===== config.mk =====
export PLATFORM = sky130hd
export DESIGN_NAME = sr_pulse_driver_flat
export DESIGN_NICKNAME = d
export VERILOG_FILES = /design/src/rtl/sr_pulse_driver_if.sv /design/src/rtl/sr_pulse_driver.sv /design/src/flat_wrapper.sv
export SDC_FILE = /design/constraint.sdc
export NUM_CORES = 1
export LEC_CHECK = 0
export BUFFER_PORTS_ARGS = -buffer_cell sky130_fd_sc_hd__buf_2
export CAP_MARGIN = 15
export CORE_UTILIZATION = 46
export CTS_CLUSTER_SIZE = 30
export DETAILED_ROUTE_END_ITERATION = 10
export GPL_TIMING_DRIVEN = 0
export PLACE_DENSITY = 0.68
export SLEW_MARGIN = 25
export SYNTH_ARGS = -nofsm -noshare
export SYNTH_HDL_FRONTEND = slang
export SYNTH_SLANG_ARGS = --single-unit

===== constraint.sdc =====
create_clock -name clk -period 1.7 [get_ports clk]
set_input_delay 0.255 -clock clk [delete_from_list [all_inputs] [get_ports clk]]
set_output_delay 0.255 -clock clk [all_outputs]
set_load 0.01 [all_outputs]

===== src/rtl/sr_pulse_driver_if.sv =====
// sr_pulse_driver_if: request, S/R drive and Q feedback bundle for the S-R pulse driver
interface sr_pulse_driver_if;
  logic req_valid;
  logic req_level;
  logic req_ready;
  logic S;
  logic R;
  logic q_fb;
  logic busy;
  logic done;
  logic err;
  modport master (output req_valid, req_level, q_fb, input req_ready, S, R, busy, done, err);
  modport slave (input req_valid, req_level, q_fb, output req_ready, S, R, busy, done, err);
endinterface


===== src/rtl/sr_pulse_driver.sv =====
// sr_pulse_driver: turns a set/clear request into a timed S or R pulse, then verifies Q or times out
module sr_pulse_driver #(
  parameter int PULSE_CYC = 2,
  parameter int GAP_CYC = 1,
  parameter int TIMEOUT_CYC = 4
) (
  input logic clk,
  input logic rst,
  sr_pulse_driver_if.slave bus
);
  localparam int M1 = PULSE_CYC > GAP_CYC ? PULSE_CYC : GAP_CYC;
  localparam int MX = M1 > TIMEOUT_CYC ? M1 : TIMEOUT_CYC;
  localparam int CW = $clog2(MX + 1);
  localparam logic [CW-1:0] P_LD = CW'(PULSE_CYC - 1);
  localparam logic [CW-1:0] G_LD = CW'(GAP_CYC > 0 ? GAP_CYC - 1 : 0);
  localparam logic [CW-1:0] V_LD = CW'(TIMEOUT_CYC - 1);
  typedef enum logic [1:0] {IDLE, PULSE, GAP, VERIFY} state_t;
  state_t state;
  logic [CW-1:0] cnt;
  logic tgt;
  assign bus.req_ready = state == IDLE;
  assign bus.busy = state != IDLE;
  // counters load "remaining minus one" on entry so a zero test marks the last cycle
  always_ff @(posedge clk) begin
    if (rst) begin
      state <= IDLE;
      cnt <= '0;
      tgt <= 1'b0;
      bus.S <= 1'b0;
      bus.R <= 1'b0;
      bus.done <= 1'b0;
      bus.err <= 1'b0;
    end else begin
      bus.done <= 1'b0;
      case (state)
        IDLE: if (bus.req_valid) begin
          tgt <= bus.req_level;
          bus.err <= 1'b0;
          bus.S <= bus.req_level;
          bus.R <= ~bus.req_level;
          cnt <= P_LD;
          state <= PULSE;
        end
        PULSE: if (cnt == '0) begin
          bus.S <= 1'b0;
          bus.R <= 1'b0;
          state <= GAP_CYC == 0 ? VERIFY : GAP;
          cnt <= GAP_CYC == 0 ? V_LD : G_LD;
        end else cnt <= cnt - 1'b1;
        GAP: if (cnt == '0) begin
          state <= VERIFY;
          cnt <= V_LD;
        end else cnt <= cnt - 1'b1;
        VERIFY: if (bus.q_fb == tgt || cnt == '0) begin
          state <= IDLE;
          cnt <= '0;
          bus.done <= 1'b1;
          bus.err <= bus.q_fb != tgt;
        end else cnt <= cnt - 1'b1;
        default: state <= IDLE;
      endcase
    end
  end
endmodule


===== src/flat_wrapper.sv =====
// flat-port wrapper written by rule: the top's interface ports become plain ports
module sr_pulse_driver_flat 
#(
  parameter int PULSE_CYC = 2,
  parameter int GAP_CYC = 1,
  parameter int TIMEOUT_CYC = 4
)
  (clk, rst, bus_req_valid, bus_req_level, bus_q_fb, bus_req_ready, bus_S, bus_R, bus_busy, bus_done, bus_err);
  sr_pulse_driver_if bus_i ();
  input logic clk;
  input logic rst;
  input wire logic [$bits(bus_i.req_valid)-1:0] bus_req_valid;
  input wire logic [$bits(bus_i.req_level)-1:0] bus_req_level;
  input wire logic [$bits(bus_i.q_fb)-1:0] bus_q_fb;
  output wire logic [$bits(bus_i.req_ready)-1:0] bus_req_ready;
  output wire logic [$bits(bus_i.S)-1:0] bus_S;
  output wire logic [$bits(bus_i.R)-1:0] bus_R;
  output wire logic [$bits(bus_i.busy)-1:0] bus_busy;
  output wire logic [$bits(bus_i.done)-1:0] bus_done;
  output wire logic [$bits(bus_i.err)-1:0] bus_err;
  assign bus_i.req_valid = bus_req_valid;
  assign bus_i.req_level = bus_req_level;
  assign bus_i.q_fb = bus_q_fb;
  assign bus_req_ready = bus_i.req_ready;
  assign bus_S = bus_i.S;
  assign bus_R = bus_i.R;
  assign bus_busy = bus_i.busy;
  assign bus_done = bus_i.done;
  assign bus_err = bus_i.err;
  sr_pulse_driver #(.PULSE_CYC(PULSE_CYC), .GAP_CYC(GAP_CYC), .TIMEOUT_CYC(TIMEOUT_CYC)) u_core (.clk(clk), .rst(rst), .bus(bus_i));
endmodule

==> results of run 1 <==
==> cells in the final DEF (no fill, tap or decap), types with 2 or more instances in the layout <==
cell	synthesis	layout
a21oi_1	6	6
buf_2	1	10
buf_4	0	2
clkbuf_4	0	3
dfxtp_1	10	7
dfxtp_2	0	3
ha_1	7	5
ha_2	0	2
inv_1	5	4
inv_2	0	2
nand2_1	4	4
nand2b_1	4	4
nor2_1	4	4
nor3_1	3	3
o21ai_0	3	3
==> routing by layer <==
| metal | share of wire [%] | wire, um | vias to the layer above |
|---|---|---|---|
| met5 | 0 | 0 | - |
| met4 | 2.8 | 34 | 0 |
| li1 | - | - | 276 |
| met2 | 42 | 513 | 12 |
| met1 | 52 | 643 | 227 |
| met3 | 3.2 | 39 | 5 |
==> cell type report <==
type,instances,share of cell area (%)
buffer,1,0.508
inverter,6,3.05
tap,14,2.37
timing repair buffer,12,8.80
sequential,10,27.6
clock buffer,4,4.91
multi-input combinational,51,52.8
==> power breakdown <==
part / internal, mW / switching (mW)
sequential: 0.310 / 0.0452
combinational: 0.372 / 0.434
clock: 0.130 / 0.102
==> worst max path at each step <==
| stage | from | to | slack (ns) | cells after the start |
|---|---|---|---|---|
| CTS | u_core.state[1]$_SDFFE_PP0P_ | u_core.cnt[1]$_SDFFE_PP0N_ | 0.01 | 7 |
| global placement | u_core.state[0]$_SDFFE_PP0P_ | u_core.cnt[1]$_SDFFE_PP0N_ | -0.02 | 7 |
| global route | u_core.cnt[0]$_SDFFE_PP0N_ | u_core.cnt[1]$_SDFFE_PP0N_ | -0.002 | 6 |
| detailed placement | u_core.state[0]$_SDFFE_PP0P_ | u_core.cnt[1]$_SDFFE_PP0N_ | -0.04 | 7 |
| floorplan | u_core.state[0]$_SDFFE_PP0P_ | u_core.cnt[1]$_SDFFE_PP0N_ | 0.007 | 7 |
| finish | u_core.cnt[1]$_SDFFE_PP0N_ | u_core.cnt[1]$_SDFFE_PP0N_ | 0.08 | 6 |
==> through the flow <==
| stage | cells | TNS, ns | total power, mW |
|---|---|---|---|
| global placement | 93 | -0.0234 | 1.08 |
| CTS | 98 | 0 | 1.34 |
| finish | 98 | 0 | 1.39 |
| detailed placement | 93 | -0.0403 | 1.09 |
| floorplan | 69 | 0 | 0.922 |
| global route | 98 | -0.00170 | 1.50 |
==> worst reg2reg max path, cell delays in order, from the launching register on <==
cell	delay [ns]
dfxtp_1	0.32
inv_1	0.07
ha_2	0.19
nor2b_4	0.13
or3_4	0.42
a221o_1	0.36
o31ai_1	0.06
==> cell families (layout without fill, tap and decap cells) <==
group,count (synthesis),after routing
buffers and inverters,8,23
flip-flops,10,10
AO/OA/AOI/OAI,17,17
AND/OR/NAND/NOR,25,25
XOR/XNOR,1,1
adder cells (fa/ha/maj),7,7
multiplexers,1,1
==> state kept, by name (all words and copies together), names as in the netlist <==
name / count
u_core.bus.err: 1
u_core.cnt: 3
u_core.tgt: 1
u_core.bus.S: 1
u_core.state: 2
u_core.bus.R: 1
u_core.bus.done: 1
==> timing repair <==
item	in CTS	in global routing
gates resized for setup	2	7
pin swaps	0	2
setup endpoints to repair	1	4
setup buffers	1	1
cloned	0	0
==> qor.tcl, run 1 <==
set qor(timing.clock.skew_ns) 0.0128
set qor(gp_congestion) 0.780
set qor(cellLeakagePower_nw) 0.325
set qor(wire_length_of_the_first_global_routing_pass_mm) 1.90
set qor(area.growth.synth_to_final_pct) 21.4
set qor(maxSlewViolCount) 0
set qor(antenna_violations_before_repair) 0
set qor(design.final.nets) 97
set qor(ctsLongestPathBuffers) 2
set qor(route.detailed.wl_per_inst_um) 12.6
set qor(final_antenna_net_count) 0
set qor(critical_path.cell_chain) {inv_1 -> ha_2 -> nor2b_4 -> or3_4 -> a221o_1 -> o31ai_1}
set qor(synth_compound_area_share_pct) 19.3
set qor(use_met3_pct) 3.49
set qor(syn_nets) 81
set qor(synth_enable_flop_cells) 0
set qor(synthesis.area_sq_um) 609
set qor(core_sq_um) 1170
set qor(cell_count_after_synthesis) 69
set qor(seq_area_frac_synth_pct) 32.9
set qor(worst_ep_arrival_time_ns) 1.81
set qor(finalWirelength_mm) 1.23
set qor(drt_first_pass_iters) 4
set qor(worst-path-buf-inv) 1
set qor(maximum_number_of_pins_on_one_net_before_global_route_repair) 11
set qor(yosys_register_bits) 10
set qor(groute.layer.met2.usage_pct) 27.1
set qor(async_reset_ff_share_pct) 0
set qor(final_cell_area_sq_um) 739
set qor(synth.area.top_cells) {dfxtp_1, ha_1, a21oi_1}
set qor(groute.layer.met1.usage_pct) 25.9
set qor(detailed_place.area_sq_um) 677
set qor(dp_worst_setup_slack_ns) -0.0403
set qor(timing.max_slew.rel_slack_pct) 67.2
set qor(synth_xor_xnor_area_share_pct) 1.44
set qor(finalHoldViolations) 0
set qor(routed-via-count) 520
set qor(chipHeight_um) 38.4
set qor(multi_input_area_sq_um) 390
set qor(path_class) {reg -> reg}
set qor(status) {finished, final reports clean}
set qor(synth_top_family_by_area) {simple AND/OR/NAND/NOR gates}
set qor(maxCapViolCount) 0
set qor(diodes) 0
set qor(critical_path.startpoint_type) {flop}
set qor(slowest_stage) {or3_4}
set qor(final_critical_path_setup_slack_ns) 0.0821
set qor(crit_fanout) 5
set qor(cts.clk_slew.worst_paths_ns) 0.09
set qor(globalRoute.totalOverflow) 0
set qor(dp_hpwl_um) 880
set qor(clock_sink_count) 10
set qor(finalSetupViolations) 0
set qor(clockRootBuffer) {clkbuf_4}
set qor(cp.required_ns) 1.89
set qor(worst_path_dominant_cell_family) {simple AND/OR/NAND/NOR gates}
set qor(worst_setup_path_end_kind) {flop}
set qor(vdd_ir_drop_max_v) 0.00115
set qor(cp_slowest_stage_delay_ns) 0.42
set qor(timing_worst_slew_pin_value_ns) 0.491
set qor(max_freq_ghz) 0.618
set qor(fin_crit_ns) 1.62
set qor(synth.mux.area_fraction_pct) 1.64
set qor(synthesis.area_per_instance_sq_um) 8.83
set qor(synth_common_cells) {dfxtp_1, ha_1, a21oi_1}
set qor(regToRegEndpoint) {u_core.cnt[1]$_SDFFE_PP0N_}
set qor(worst-r2r-setup-slack_ns) 0.08
set qor(cellPowerDensity_nw_per_um2) 1880
set qor(busiest_layer) {met2}
set qor(synthAdderAreaFrac_pct) 14.4
set qor(residual_drc) 0
set qor(fill_cells) 119
set qor(die_width_um) 38.4
set qor(holdPathStages) 3
set qor(finalHoldWorstSlack_ns) 0.234
set qor(synth_warnings) 0
set qor(simple_gate_share_of_the_synthesized_area_pct) 25.3
set qor(r2r_cells) 6
set qor(hold_path.class) {in -> reg}
set qor(io-pin-count) 11
set qor(synth_ff_type) {dfxtp_1}
set qor(worstSkewPairLatency_ns) 0.28
set qor(area.sequential_sq_um) 204
set qor(cts_htree_levels) 1
set qor(numPortBuffers) 10
set qor(synth_top_area_share_pct) 32.9
set qor(initial_core_util_pct) 52.0
set qor(synthMostInstantiatedCell) {dfxtp_1}
set qor(worst_hold_path.endpoint) {u_core.tgt$_SDFFE_PP0P_}
set qor(die-area_sq_um) 1470
set qor(numCtsBuffers) 3
set qor(final_core_utilization_pct) 63.1
set qor(synth.lib_cells_used.distinct) 32
set qor(grt_util_all_layers_pct) 19.5
set qor(grt_pass1_vias) 451
set qor(routed_via_density) 5.31
set qor(first_iter_violations) 8
set qor(tritoncts_clock_tree) {done}
set qor(cts_hold_repair.buffers) 0
set qor(rr_startpoint) {u_core.cnt[1]$_SDFFE_PP0N_}
set qor(layout_worst_path_cycle_share_pct) 95.2
set qor(drive_gt1_share_pct) 35.7
set qor(rows) 12
set qor(hold_path_startpoint) {bus_req_level}
set qor(synth_top_cell_by_area) {dfxtp_1}
Power figures use the tool's default switching activity.
==> inputs of run 2 (changes only) <==
--- a/config.mk
+++ b/config.mk
@@ -10,7 +10,7 @@
 export CORE_UTILIZATION = 46
 export CTS_CLUSTER_SIZE = 30
 export DETAILED_ROUTE_END_ITERATION = 10
-export GPL_TIMING_DRIVEN = 0
+export GPL_TIMING_DRIVEN = 1
 export PLACE_DENSITY = 0.68
 export SLEW_MARGIN = 25
 export SYNTH_ARGS = -nofsm -noshare
==> constraint.sdc (replaced) <==
create_clock -name clk -period 1.7 [get_ports clk]
set_input_delay 0.255 -clock clk [delete_from_list [all_inputs] [get_ports clk]]
set_output_delay 0.255 -clock clk [all_outputs]
set_load 0.005 [all_outputs]
==> qor.tcl, run 2 (synthesis results as in run 1) <==
set qor(status) {finished, final reports clean}
set qor(chipHeight_um) 38.4 ;# unchanged
set qor(registers.top_by_ff_count) {u_core.cnt}
set qor(multi_input_area_sq_um) 393 ;# +0.64%
set qor(wire_length_of_the_first_global_routing_pass_mm) 1.93 ;# +1.5%
set qor(routed-via-count) 549 ;# +5.6%
set qor(reg_top3) {u_core.cnt x3, u_core.state x2}
set qor(globalRoute.totalOverflow) 0 ;# unchanged
set qor(post_cts.repair.setup_buffers) 0 ;# -1
set qor(worst_setup_path_end_kind) {flop}
set qor(number_of_flip_flops_under_the_largest_register_name) 3 ;# unchanged
set qor(pwr-share-clk_pct) 12.4 ;# -4.3 points
set qor(crit_fanout) 5 ;# unchanged
set qor(finalWirelength_mm) 1.24 ;# +0.73%
set qor(tritoncts_clock_tree) {done}
set qor(cellPowerDensity_nw_per_um2) 1790 ;# -4.7%
set qor(fill_cells) 107 ;# -10%
set qor(layout_common_cells) {buf_2, dfxtp_1, a21oi_1, ha_1}
set qor(worstSkewPairLatency_ns) 0.27 ;# about the same
set qor(core_sq_um) 1170 ;# unchanged
set qor(design.final.nets) 95 ;# -2.1%
set qor(maxSlewViolCount) 0 ;# unchanged
set qor(final.setup.tns_ns) 0 ;# unchanged
set qor(finalHoldViolations) 0 ;# unchanged
set qor(fin_crit_ns) 1.66 ;# +0.0457 ns
set qor(timing.clock.skew_ns) 0.00296 ;# -0.00989 ns
set qor(timing.max_slew.rel_slack_pct) 79.6 ;# +12 points
set qor(dp_hpwl_um) 893 ;# +1.5%
set qor(cts.clk_slew.worst_paths_ns) 0.06 ;# -0.03 ns
set qor(post_layout_nonfiller_instances) 95 ;# -3.1%
set qor(cts_hold_repair.buffers) 0 ;# unchanged
set qor(residual_drc) 0 ;# unchanged
set qor(path_class) {reg -> reg}
set qor(netSwitchingFraction_pct) 42.2 ;# +0.52 points
set qor(final_antenna_net_count) 0 ;# unchanged
set qor(drive_gt1_share_pct) 34.6 ;# -1.1 points
set qor(finalPower_mw) 1.29 ;# -7.6%
set qor(post_cts.resized_instances) 0 ;# -2
set qor(finalSetupViolations) 0 ;# unchanged
set qor(antenna_violations_before_repair) 0 ;# unchanged
set qor(first_iter_violations) 9 ;# +1
set qor(vdd_ir_drop_max_v) 0.00104 ;# -9.0%
set qor(area.sequential_sq_um) 204 ;# unchanged
set qor(layout_commonest_cell) {buf_2}
set qor(diodes) 0 ;# unchanged
set qor(cp.required_ns) 1.89 ;# about the same
set qor(gp_congestion) 0.755 ;# -3.2%
set qor(final_critical_path_setup_slack_ns) 0.0364 ;# -0.0457 ns
set qor(routed_via_density) 5.78 ;# +8.9%
set qor(numCtsBuffers) 3 ;# unchanged
set qor(die_width_um) 38.4 ;# unchanged
set qor(seqPwrFrac_pct) 28.2 ;# +2.7 points
set qor(area.growth.synth_to_final_pct) 17.7
set qor(power.combinational.fraction_pct) 59.4 ;# +1.6 points
set qor(numPortBuffers) 10 ;# unchanged
set qor(placed_cells) 92 ;# -1.1%
set qor(maximum_number_of_pins_on_one_net_before_global_route_repair) 13 ;# +2
set qor(initial_core_util_pct) 52.0 ;# unchanged
set qor(timing_worst_slew_pin_value_ns) 0.303 ;# -0.188 ns
set qor(route.detailed.wl_per_inst_um) 13.0 ;# +3.9%
set qor(die-area_sq_um) 1470 ;# unchanged
set qor(clock_sink_count) 10 ;# unchanged
set qor(dp_worst_setup_slack_ns) 0.0442 ;# +0.0845 ns
set qor(rows) 12 ;# unchanged
set qor(drt_first_pass_iters) 4 ;# unchanged
set qor(grt_pass1_vias) 479 ;# +6.2%
set qor(critical_path.startpoint_type) {flop}
set qor(clockRootBuffer) {clkbuf_4}
set qor(hold_path.class) {in -> reg}
set qor(switchingPower_mw) 0.544 ;# -6.5%
set qor(grt_util_all_layers_pct) 19.8 ;# +0.29 points
set qor(power_report.internal_total_mw) 0.743 ;# -8.5%
set qor(ctsLongestPathBuffers) 2 ;# unchanged
set qor(cts_htree_levels) 1 ;# unchanged
set qor(io-pin-count) 11 ;# unchanged
set qor(worst_ep_arrival_time_ns) 1.85 ;# +0.04 ns
set qor(max_freq_ghz) 0.601 ;# -2.7%
set qor(cellLeakagePower_nw) 0.314 ;# -3.5%
set qor(layout_worst_path_cycle_share_pct) 97.9 ;# +2.7 points
set qor(maxCapViolCount) 0 ;# unchanged
-- run 2: worst max-delay path, cell delays in order, from the launching register on --
cell and delay (ns):
dfxtp_2 0.34, inv_2 0.05, ha_2 0.18, nor2b_4 0.13, or3_4 0.42, a221o_1 0.39, o31ai_2 0.07
-- run 2: area by class of cell --
cell class,instances,area share (%)
Sequential cell,10,28.4
Inverter,6,3.14
Clock buffer,3,3.14
Multi-Input combinational cell,51,54.8
Timing Repair Buffer,11,8.03
Tap cell,14,2.44
-- run 2: worst paths after layout --
| check | cells past startpoint | to | from | slack [ns] |
|---|---|---|---|---|
| max | 6 | u_core.cnt[1]$_SDFFE_PP0N_ | u_core.cnt[0]$_SDFFE_PP0N_ | 0.04 |
| min | 3 | u_core.tgt$_SDFFE_PP0P_ | bus_req_level | 0.27 |
| max reg2reg | 6 | u_core.cnt[1]$_SDFFE_PP0N_ | u_core.cnt[0]$_SDFFE_PP0N_ | 0.04 |
| min reg2reg | 2 | u_core.bus.S$_SDFFE_PP0P_ | u_core.bus.S$_SDFFE_PP0P_ | 0.45 |
-- run 2: power groups by stage --
| stage | logic [mW] | clock network [mW] | registers, mW |
|---|---|---|---|
| 2_1_floorplan | 0.549 | 0 | 0.349 |
| 3_3_place_gp | 0.727 | 0 | 0.353 |
| 3_5_place_dp | 0.726 | 0 | 0.356 |
| 4_1_cts | 0.730 | 0.163 | 0.351 |
| 5_1_grt | 0.859 | 0.171 | 0.374 |
| 6_report | 0.764 | 0.160 | 0.364 |
-- run 2: stage by stage --
step	util (%)	area (sq um)	hold WS [ns]
after global routing	61.2	717	0.279
final	61.2	717	0.267
after floorplan	-	609	0.402
after detailed placement	57.7	676	0.444
after CTS	59.6	698	0.271
after global placement	57.7	676	0.440
-- run 2: layer usage --
layer / vias up / global-route usage (%) / share of wire (%) / routed length, um
li1: 273 / - / - / -
met1: 251 / 23.9 / 47 / 580
met2: 18 / 28.4 / 45 / 558
met3: 7 / 10.5 / 5.4 / 67
met4: 0 / 9.48 / 2.6 / 32
met5: - / 0 / 0 / 0
==> inputs of run 3 (changes only) <==
--- a/config.mk
+++ b/config.mk
@@ -7,11 +7,13 @@
 export LEC_CHECK = 0
 export BUFFER_PORTS_ARGS = -buffer_cell sky130_fd_sc_hd__buf_2
 export CAP_MARGIN = 15
-export CORE_UTILIZATION = 46
+export CORE_AREA = 2 2 39 41
 export CTS_CLUSTER_SIZE = 30
 export DETAILED_ROUTE_END_ITERATION = 10
+export DIE_AREA = 0 0 41 43
 export GPL_TIMING_DRIVEN = 1
-export PLACE_DENSITY = 0.68
+export PLACE_DENSITY = 0.66
+export REMOVE_ABC_BUFFERS = 1
 export SLEW_MARGIN = 25
 export SYNTH_ARGS = -nofsm -noshare
 export SYNTH_HDL_FRONTEND = slang
==> constraint.sdc (replaced) <==
create_clock -name clk -period 1.85 [get_ports clk]
set_input_delay 0.2775 -clock clk [delete_from_list [all_inputs] [get_ports clk]]
set_output_delay 0.2775 -clock clk [all_outputs]
set_load 0.005 [all_outputs]
==> qor.tcl, run 3 (synthesis results as in run 1) <==
set qor(netSwitchingFraction_pct) 42.3 ;# about the same
set qor(timing_worst_slew_pin_value_ns) 0.305 ;# +0.00210 ns
set qor(post_cts.resized_instances) 0 ;# unchanged
set qor(reg_top3) {u_core.cnt x3, u_core.state x2}
set qor(fill_cells) 124 ;# +16%
set qor(antenna_violations_before_repair) 0 ;# unchanged
set qor(clock_sink_count) 10 ;# unchanged
set qor(grt_setup_unrepaired) {false}
set qor(cp_slowest_stage_delay_ns) 0.40 ;# -0.02 ns
set qor(worst-path-buf-inv) 1 ;# unchanged
set qor(tritoncts_clock_tree) {done}
set qor(route.detailed.wl_per_inst_um) 11.5 ;# -12%
set qor(maxSlewViolCount) 0 ;# unchanged
set qor(worstSkewPairLatency_ns) 0.27 ;# about the same
set qor(maximum_number_of_pins_on_one_net_before_global_route_repair) 13 ;# unchanged
set qor(numPortBuffers) 10 ;# unchanged
set qor(cellLeakagePower_nw) 0.305 ;# -3.0%
set qor(chipHeight_um) 43 ;# +12%
set qor(final_antenna_net_count) 0 ;# unchanged
set qor(gp_congestion) 0.864 ;# +14%
set qor(final.setup.tns_ns) 0 ;# unchanged
set qor(maxCapViolCount) 0 ;# unchanged
set qor(timing.max_slew.rel_slack_pct) 79.5 ;# about the same
set qor(layout_common_cells) {buf_2, dfxtp_1, ha_1}
set qor(critical_path.cell_chain) {inv_1 -> ha_1 -> nor2b_1 -> or3_4 -> and3_1 -> a311oi_2}
set qor(diodes) 0 ;# unchanged
set qor(wire_length_of_the_first_global_routing_pass_mm) 1.99 ;# +3.2%
set qor(design.final.nets) 95 ;# unchanged
set qor(ctsLongestPathBuffers) 2 ;# unchanged
set qor(cts_htree_levels) 1 ;# unchanged
set qor(hold_path.class) {in -> reg}
set qor(post_cts.repair.setup_buffers) 0 ;# unchanged
set qor(first_iter_violations) 10 ;# +1
set qor(timing.clock.skew_ns) 0.00401 ;# +0.00106 ns
set qor(pwr-share-clk_pct) 13.6 ;# +1.2 points
set qor(status) {finished, final reports clean}
set qor(power.combinational.fraction_pct) 58.1 ;# -1.3 points
set qor(finalHoldWorstSlack_ns) 0.282 ;# +0.0157 ns
set qor(final_core_utilization_pct) 50.6 ;# -11 points
set qor(globalRoute.totalOverflow) 0 ;# unchanged
set qor(critical_path.startpoint_type) {flop}
set qor(finalWirelength_mm) 1.12 ;# -9.8%
set qor(dp_hpwl_um) 873 ;# -2.2%
set qor(drt_first_pass_iters) 4 ;# unchanged
set qor(core_sq_um) 1380 ;# +18%
set qor(layout_worst_path_cycle_share_pct) 89.6 ;# -8.3 points
set qor(number_of_flip_flops_under_the_largest_register_name) 3 ;# unchanged
set qor(cp.required_ns) 2.03 ;# +0.14 ns
set qor(worst_path_dominant_cell_family) {simple AND/OR/NAND/NOR gates}
set qor(registers.top_by_ff_count) {u_core.cnt}
set qor(finalHoldViolations) 0 ;# unchanged
set qor(die-area_sq_um) 1760 ;# +20%
set qor(crit_fanout) 5 ;# unchanged
set qor(cts_hold_repair.buffers) 0 ;# unchanged
set qor(cellPowerDensity_nw_per_um2) 1620 ;# -10%
set qor(worst_ep_arrival_time_ns) 1.83 ;# -0.02 ns
set qor(switchingPower_mw) 0.479 ;# -12%
set qor(area.growth.synth_to_final_pct) 15.0
set qor(worst_setup_path_end_kind) {flop}
set qor(drive_gt1_share_pct) 24.7 ;# -9.9 points
set qor(finalSetupViolations) 0 ;# unchanged
set qor(slowest_stage) {or3_4}
set qor(die_width_um) 41 ;# +6.8%
set qor(routed-via-count) 504 ;# -8.2%
set qor(rows) 14 ;# +2
set qor(grt_util_all_layers_pct) 16.9 ;# -2.9 points
set qor(power_report.internal_total_mw) 0.654 ;# -12%
set qor(seqPwrFrac_pct) 28.3 ;# about the same
set qor(residual_drc) 0 ;# unchanged
set qor(grt_pass1_vias) 480 ;# +0.21%
set qor(vdd_ir_drop_max_v) 0.000637 ;# -39%
set qor(numCtsBuffers) 3 ;# unchanged
set qor(io-pin-count) 11 ;# unchanged
set qor(initial_core_util_pct) 44.0 ;# -8.0 points
set qor(routed_via_density) 5.20 ;# -10%
set qor(clockRootBuffer) {clkbuf_4}
set qor(path_class) {reg -> reg}
set qor(cts.clk_slew.worst_paths_ns) 0.07 ;# about the same
set qor(fin_crit_ns) 1.66 ;# -0.00665 ns
set qor(max_freq_ghz) 0.604 ;# +0.40%
-- run 3: cell types whose count changed in the layout (fill, tap and decap cells not counted) --
cell	before	now
dfxtp_1	7	10
dfxtp_2	3	0
inv_1	3	5
inv_2	2	0
ha_1	6	7
ha_2	1	0
nor2b_1	0	1
nor2b_4	1	0
o31ai_1	0	1
o31ai_2	1	0
-- run 3: power groups by stage --
stage	registers, mW	clock network (mW)	logic, mW
after global routing	0.331	0.169	0.756
final	0.321	0.154	0.657
after floorplan	0.321	0	0.494
after global placement	0.324	0	0.663
after CTS	0.322	0.159	0.661
after detailed placement	0.327	0	0.657
-- run 3: stage by stage --
step                      setup slack (ns)  instances  area, sq um  power [mW]
final                                0.193         97          701        1.13
after global placement               0.271         94          678       0.987
after CTS                            0.186         97          701        1.14
after detailed placement             0.215         94          678       0.984
after global routing                0.0881         97          701        1.26
after floorplan                      0.237         67          601       0.814
-- run 3: metal layers --
layer / vias up / routed length, um / global-route usage (%)
met5: - / 0 / 0
met4: 0 / 33 / 12.7
met3: 5 / 49 / 4.19
met2: 11 / 494 / 21.6
met1: 221 / 541 / 23.4
li1: 267 / - / -
-- run 3: layout make-up --
| cell class | instances | area (sq um) | share of cell area (%) |
|---|---|---|---|
| clock buffers | 3 | 22.5 | 3.21 |
| well taps | 16 | 20.0 | 2.86 |
| multi-input cells | 51 | 378 | 53.9 |
| repair buffers | 11 | 57.6 | 8.21 |
| flip-flops and latches | 10 | 200 | 28.6 |
| inverters | 6 | 22.5 | 3.21 |
-- run 3: path summary, 6_finish.rpt --
check,slack (ns),startpoint,cells past startpoint,endpoint
worst max-delay path,0.19,u_core.cnt[0]$_SDFFE_PP0N_,6,u_core.cnt[0]$_SDFFE_PP0N_
worst min register to register,0.45,u_core.bus.S$_SDFFE_PP0P_,2,u_core.bus.S$_SDFFE_PP0P_
worst max register to register,0.19,u_core.cnt[0]$_SDFFE_PP0N_,6,u_core.cnt[0]$_SDFFE_PP0N_
worst min-delay path,0.28,bus_req_level,3,u_core.tgt$_SDFFE_PP0P_
-- run 3: worst reg2reg max path, cell delays in order (launching register included) --
cell and delay [ns]:
dfxtp_1 0.34, inv_1 0.08, ha_1 0.21, nor2b_1 0.15, or3_4 0.40, and3_1 0.18, a311oi_2 0.20
